`src/rtl/chip_6502_bus_pkg.sv`:
```
`default_nettype none
// ============================================================================
// Module   : chip_6502_bus_pkg
// Purpose  : Shared types for the chip_6502 bus sequencer (state encoding and
//            phase-counter width helper).
// Revision : 1.0 - initial release
// ============================================================================
package chip_6502_bus_pkg;

    typedef enum logic [1:0] {
        IDLE     = 2'd0,
        PH1      = 2'd1,
        PH2      = 2'd2,
        PH2_WAIT = 2'd3
    } bus_state_t;

    // Width of the half-phase counter; never narrower than one bit.
    function automatic int cnt_w(input int half_cycles);
        return (half_cycles > 2) ? $clog2(half_cycles) : 1;
    endfunction

endpackage
`default_nettype wire

```
`src/rtl/chip_6502_res_gen.sv`:
```
`default_nettype none
// ============================================================================
// Module   : chip_6502_res_gen
// Purpose  : Holds the core reset low for RES_CYCLES phi cycles after res
//            releases, counting phi-fall strobes.
// Revision : 1.0 - initial release
// ============================================================================
module chip_6502_res_gen #(
    parameter int RES_CYCLES = 8
) (
    input  logic clk,
    input  logic res,
    input  logic strobe,
    output logic cpu_res
);

    localparam int CW = $clog2(RES_CYCLES + 1);

    logic [CW-1:0] cnt;

    always_ff @(posedge clk) begin
        if (!res) begin
            cnt     <= CW'(RES_CYCLES);
            cpu_res <= 1'b0;
        end else if (strobe && !cpu_res) begin
            if (cnt <= CW'(1)) begin
                cpu_res <= 1'b1;
            end
            if (cnt != '0) begin
                cnt <= cnt - CW'(1);
            end
        end
    end

endmodule
`default_nettype wire

```
`src/rtl/chip_6502_bus_seq.sv`:
```
`default_nettype none
// ============================================================================
// Module   : chip_6502_bus_seq
// Purpose  : Phi generator and req/ack memory sequencer for chip_6502.
//            Optional single-step input enabled by CHIP_6502_STEP_EN.
// Revision : 1.0 - initial release
// ============================================================================
module chip_6502_bus_seq
    import chip_6502_bus_pkg::*;
#(
    parameter int HALF_CYCLES = 8,
    parameter int RES_CYCLES  = 8
) (
    input  logic        clk,
    input  logic        res,
    input  logic        run,
`ifdef CHIP_6502_STEP_EN
    input  logic        step,
`endif
    output logic        phi,
    output logic        cpu_res,
    input  logic [15:0] cpu_ab,
    input  logic        cpu_rw,
    input  logic [7:0]  cpu_dbo,
    output logic [7:0]  cpu_dbi,
    output logic        mem_req,
    output logic        mem_we,
    output logic [15:0] mem_addr,
    output logic [7:0]  mem_wdata,
    input  logic [7:0]  mem_rdata,
    input  logic        mem_ack,
    output logic        cycle_done
);

    localparam int               CNT_W    = cnt_w(HALF_CYCLES);
    localparam logic [CNT_W-1:0] CNT_LAST = CNT_W'(HALF_CYCLES - 1);
    localparam logic [CNT_W-1:0] CNT_WR   = CNT_W'(HALF_CYCLES - 2);

    bus_state_t       state;
    logic [CNT_W-1:0] cnt;
    logic             done;
    logic             start;
    logic             xfer_ok;
    logic             complete;
    logic             wr_next;

`ifdef CHIP_6502_STEP_EN
    assign start = run | step;
`else
    assign start = run;
`endif
    assign xfer_ok  = mem_req & mem_ack;
    assign complete = done | xfer_ok;
    assign wr_next  = ~cpu_rw & cpu_res;

    always_ff @(posedge clk) begin
        if (!res) begin
            state      <= IDLE;
            cnt        <= '0;
            done       <= 1'b0;
            phi        <= 1'b0;
            mem_req    <= 1'b0;
            mem_we     <= 1'b0;
            mem_addr   <= '0;
            mem_wdata  <= '0;
            cpu_dbi    <= '0;
            cycle_done <= 1'b0;
        end else begin
            cycle_done <= 1'b0;
            if (xfer_ok) begin
                mem_req <= 1'b0;
                done    <= 1'b1;
                if (!mem_we) begin
                    cpu_dbi <= mem_rdata;
                end
            end
            case (state)
                IDLE: begin
                    phi <= 1'b0;
                    cnt <= '0;
                    if (start) begin
                        state <= PH1;
                    end
                end
                PH1: begin
                    if (cnt == CNT_LAST) begin
                        // Reads go out with the phi rise; writes wait for late-phi2 data.
                        mem_addr <= cpu_ab;
                        mem_we   <= wr_next;
                        mem_req  <= ~wr_next;
                        done     <= 1'b0;
                        phi      <= 1'b1;
                        cnt      <= '0;
                        state    <= PH2;
                    end else begin
                        cnt <= cnt + CNT_W'(1);
                    end
                end
                PH2: begin
                    if (mem_we && cnt == CNT_WR) begin
                        mem_req   <= 1'b1;
                        mem_wdata <= cpu_dbo;
                    end
                    if (cnt == CNT_LAST) begin
                        if (complete) begin
                            phi        <= 1'b0;
                            cycle_done <= 1'b1;
                            cnt        <= '0;
                            state      <= run ? PH1 : IDLE;
                        end else begin
                            state <= PH2_WAIT;
                        end
                    end else begin
                        cnt <= cnt + CNT_W'(1);
                    end
                end
                PH2_WAIT: begin
                    if (xfer_ok) begin
                        phi        <= 1'b0;
                        cycle_done <= 1'b1;
                        cnt        <= '0;
                        state      <= run ? PH1 : IDLE;
                    end
                end
                default: state <= IDLE;
            endcase
        end
    end

    chip_6502_res_gen #(
        .RES_CYCLES (RES_CYCLES)
    ) u_res_gen (
        .clk     (clk),
        .res     (res),
        .strobe  (cycle_done),
        .cpu_res (cpu_res)
    );

endmodule
`default_nettype wire

```
`config.mk`:
```
export PLATFORM = sky130hd
export DESIGN_NAME = chip_6502_bus_seq
export DESIGN_NICKNAME = d
export VERILOG_FILES = /design/src/rtl/chip_6502_bus_pkg.sv /design/src/rtl/chip_6502_res_gen.sv /design/src/rtl/chip_6502_bus_seq.sv
export SDC_FILE = /design/constraint.sdc
export NUM_CORES = 1
export LEC_CHECK = 0
export BUFFER_PORTS_ARGS = -buffer_cell sky130_fd_sc_hd__clkbuf_2
export CORE_MARGIN = 2
export CORE_UTILIZATION = 55
export CTS_BUF_LIST = sky130_fd_sc_hd__clkbuf_2
export CTS_CLUSTER_SIZE = 16
export DETAILED_ROUTE_END_ITERATION = 8
export PLACE_DENSITY = 0.9
export SYNTH_ARGS = -nofsm -noshare
export SYNTH_HDL_FRONTEND = slang
export SYNTH_SLANG_ARGS = --single-unit
```
`constraint.sdc`:
```
create_clock -name clk -period 3.1 [get_ports clk]
set_clock_uncertainty 0.05 [all_clocks]
set_input_delay 0.31 -clock clk [delete_from_list [all_inputs] [get_ports clk]]
set_output_delay 0.31 -clock clk [all_outputs]
set_load 0.005 [all_outputs]
```
==> impl_metrics.py <==
metrics = {
    "status": {
        "outcome": "completed",
    },
    "grt": {
        "antenna_found_initial": 0,
        "grt_first_pass_wirelength_mm": 6.87,
        "grt_max_degree": 52,
        "track_usage_pct": 20.8,
        "overflow": 0,
        "first_global_vias": 1580,
    },
    "yosys": {
        "async_reset_ff_share_pct": 0,
        "synth-seq-area-share_pct": 45.8,
        "synth_warnings": 0,
        "syn_avg_cell_area_um2": 8.75,
        "syn_nets": 282,
        "synth_top_area_share_pct": 45.8,
        "synth_seq_cells": 47,
        "synthCells": 235,
        "ys_top_cells_by_count": "nand2_1, dfxtp_1, a21boi_0, ha_1, inv_1",
        "syn-cell-area_mm2": 0.00206,
        "synth_top_cell_by_area": "dfxtp_1",
        "synthMostInstantiatedCell": "nand2_1",
        "ys.flop_type": "dfxtp_1",
        "synthDistinctLibCells": 38,
        "synth-edff-count": 0,
        "synth_area_leaders": "dfxtp_1, nand2_1, a21boi_0",
    },
    "power_and_ir_drop": {
        "switching_share_pct": 29.2,
        "p_switching_mw": 0.324,
        "seq_power_share_pct": 58.5,
        "p_comb_share_pct": 20.2,
        "ir_drop_v": 0.000212,
        "power.density_mw_per_mm2": 450,
        "internal_power_mw": 0.785,
        "clockPowerShare_pct": 21.3,
        "leakage_nw": 1.08,
    },
    "setup_path": {
        "critPathLaunch": "cnt[0]",
        "critPathSlowestCell": "nand2_1",
        "critical_path.max_fanout": 19,
        "critPathLaunchType": "flip-flop",
        "worstReg2RegStart": "cnt[0]",
        "crit_arrival_ns": 2.15,
        "criticalPathCategory": "reg2reg",
        "crit_path_frequent_cell": "ha_1",
        "reg2regPathDepth": 6,
        "cp.required_ns": 3.38,
        "crit_cells": 6,
        "critical-path-max-stage-delay_ns": 0.48,
        "cp_top_family": "simple AND/OR/NAND/NOR gates",
        "cp_cell_sequence": "ha_1 -> ha_1 -> nand2_1 -> o21ai_0 -> a32oi_1 -> nor2b_1",
        "worst-path-buf-inv": 0,
        "end_kind": "flip-flop",
    },
    "sta": {
        "min_period_over_period_pct": 60.1,
        "drv_slew": 0,
        "relSlewSlack_pct": 46.7,
        "fin_setup_tns_ns": 0,
        "finalHoldViolations": 0,
        "whs_ns": 0.0308,
        "finalSetupViolations": 0,
        "timing.fmax_mhz": 536,
        "min_period_ns": 1.86,
        "worstMarginPinSlew_ns": 0.800,
        "rsz0062_at_grt": "false",
    },
    "route": {
        "first_pass_iters": 4,
        "wl_mm": 4.25,
        "dr.first_iter.drc_count": 71,
        "detail-route-antenna-nets": 0,
        "drc_errors": 0,
        "routedWlPerCell_um": 12.1,
        "vias": 1771,
        "via_per_inst": 5.03,
    },
    "place": {
        "hpwl_mm": 3.12,
        "port_buffers": 73,
        "place_congestion": 0.754,
    },
    "die": {
        "die_h_um": 65.1,
        "std_cell_rows": 22,
        "start_util_pct": 56.6,
        "io_pins": 74,
        "dieArea_mm2": 0.00424,
        "core_area_mm2": 0.00363,
        "fp.dieW_um": 65.1,
    },
    "clock_network": {
        "clock_tree.buffer_depth": 2,
        "clkSinkCount": 47,
        "hold_buffers": 0,
        "clk_latency_ns": 0.41,
        "clockRootBuffer": "clkbuf_2",
        "postCtsSetupBuffers": 0,
        "cts_resized": 0,
        "path_clk_slew_ns": 0.22,
        "htreeDepth": 2,
        "cts_made_buffers": 5,
        "tritoncts": "done",
    },
    "hold_path": {
        "hp-start": "mem_rdata[7]",
        "hp-class": "in2reg",
        "hold_depth": 3,
    },
    "finish": {
        "areaGrowthSynthToFinish_pct": 19.8,
        "fill_cells": 326,
        "antennaDiodeCount": 0,
        "drive_above_1_share_pct": 28.3,
        "final_nets": 351,
    },
    "flow_run": {
        "max_cap_viol_count": 0,
    },
}
==> placed cells by master (no fill, tap or decap), types with 2 or more instances in the layout <==
master and n:
o21ai_0 6, nand2_1 76, o211a_1 3, nand3_1 2, xnor2_1 2, ha_1 10
clkbuf_2 78, nor2b_1 3, a21boi_1 2, a21oi_1 4, nor2_1 2, nand4b_1 2
and2_1 4, nand2b_1 2, dfxtp_1 47, a21boi_0 32, inv_1 7, nand4_1 3
==> area by class of cell <==
type	count	area, µm²	area share [%]
multi-input combinational	170	1030	41.9
sequential	47	941	38.2
timing repair buffer	73	365	14.8
tap	48	60.1	2.44
inverter	7	26.3	1.07
clock buffer	5	25.0	1.02
clock inverter	2	13.8	0.559
==> worst register-to-register path, cell delays in order (launching register included) <==
cell	delay, ns
dfxtp_1	0.38
ha_1	0.22
ha_1	0.25
nand2_1	0.48
o21ai_0	0.18
a32oi_1	0.18
nor2b_1	0.06
==> metal layers <==
| layer | routed length (µm) | vias to the layer above | GRT usage, % |
|---|---|---|---|
| li1 | - | 914 | - |
| met1 | 1750 | 788 | 24.6 |
| met2 | 2130 | 64 | 36.3 |
| met3 | 317 | 5 | 4.79 |
| met4 | 56 | 0 | 8.59 |
| met5 | 0 | - | 0 |
==> kinds of logic (layout without fill, tap and decap cells) <==
group,Yosys count,after routing,share of synthesized area [%]
compound gates,55,55,20.8
xor+xnor,3,3,1.28
fa+ha+maj,10,10,6.09
buf+inv,18,87,4.08
flops,47,47,45.8
simple gates,102,102,22.0
==> sequential cells by signal, summed over array words and instances (netlist names) <==
name	flops
state	2
u_res_gen.cnt	4
u_res_gen.cpu_res	1
mem_addr	16
cycle_done	1
done	1
mem_we	1
mem_wdata	8
cpu_dbi	8
mem_req	1
cnt	3
phi	1
==> through the flow <==
step / std cells / setup WS, ns / cell area (µm²) / power, mW / util, %
final: 352 / 1.24 / 2460 / 1.11 / 67.8
after detailed placement: 345 / 1.29 / 2420 / 0.882 / 66.7
after CTS: 352 / 1.23 / 2460 / 1.12 / 67.8
after floorplan: 235 / 1.51 / 2060 / 0.824 / -
after global routing: 352 / 1.10 / 2460 / 1.17 / 67.8
after global placement: 345 / 1.34 / 2420 / 0.874 / 66.7
==> power groups by stage <==
| stage | logic (mW) | clock network (mW) | registers (mW) |
|---|---|---|---|
| CTS | 0.225 | 0.246 | 0.648 |
| global placement | 0.216 | 0 | 0.658 |
| global route | 0.250 | 0.269 | 0.651 |
| detailed placement | 0.222 | 0 | 0.660 |
| finish | 0.224 | 0.236 | 0.648 |
| floorplan | 0.168 | 0 | 0.656 |
==> worst paths after layout <==
path	end	slack, ns
worst max-delay path	mem_req	1.24
worst min register to register	cpu_dbi[7]	0.43
worst min-delay path	cpu_dbi[7]	0.03
worst max register to register	mem_req	1.24
Power figures use the tool's default switching activity.
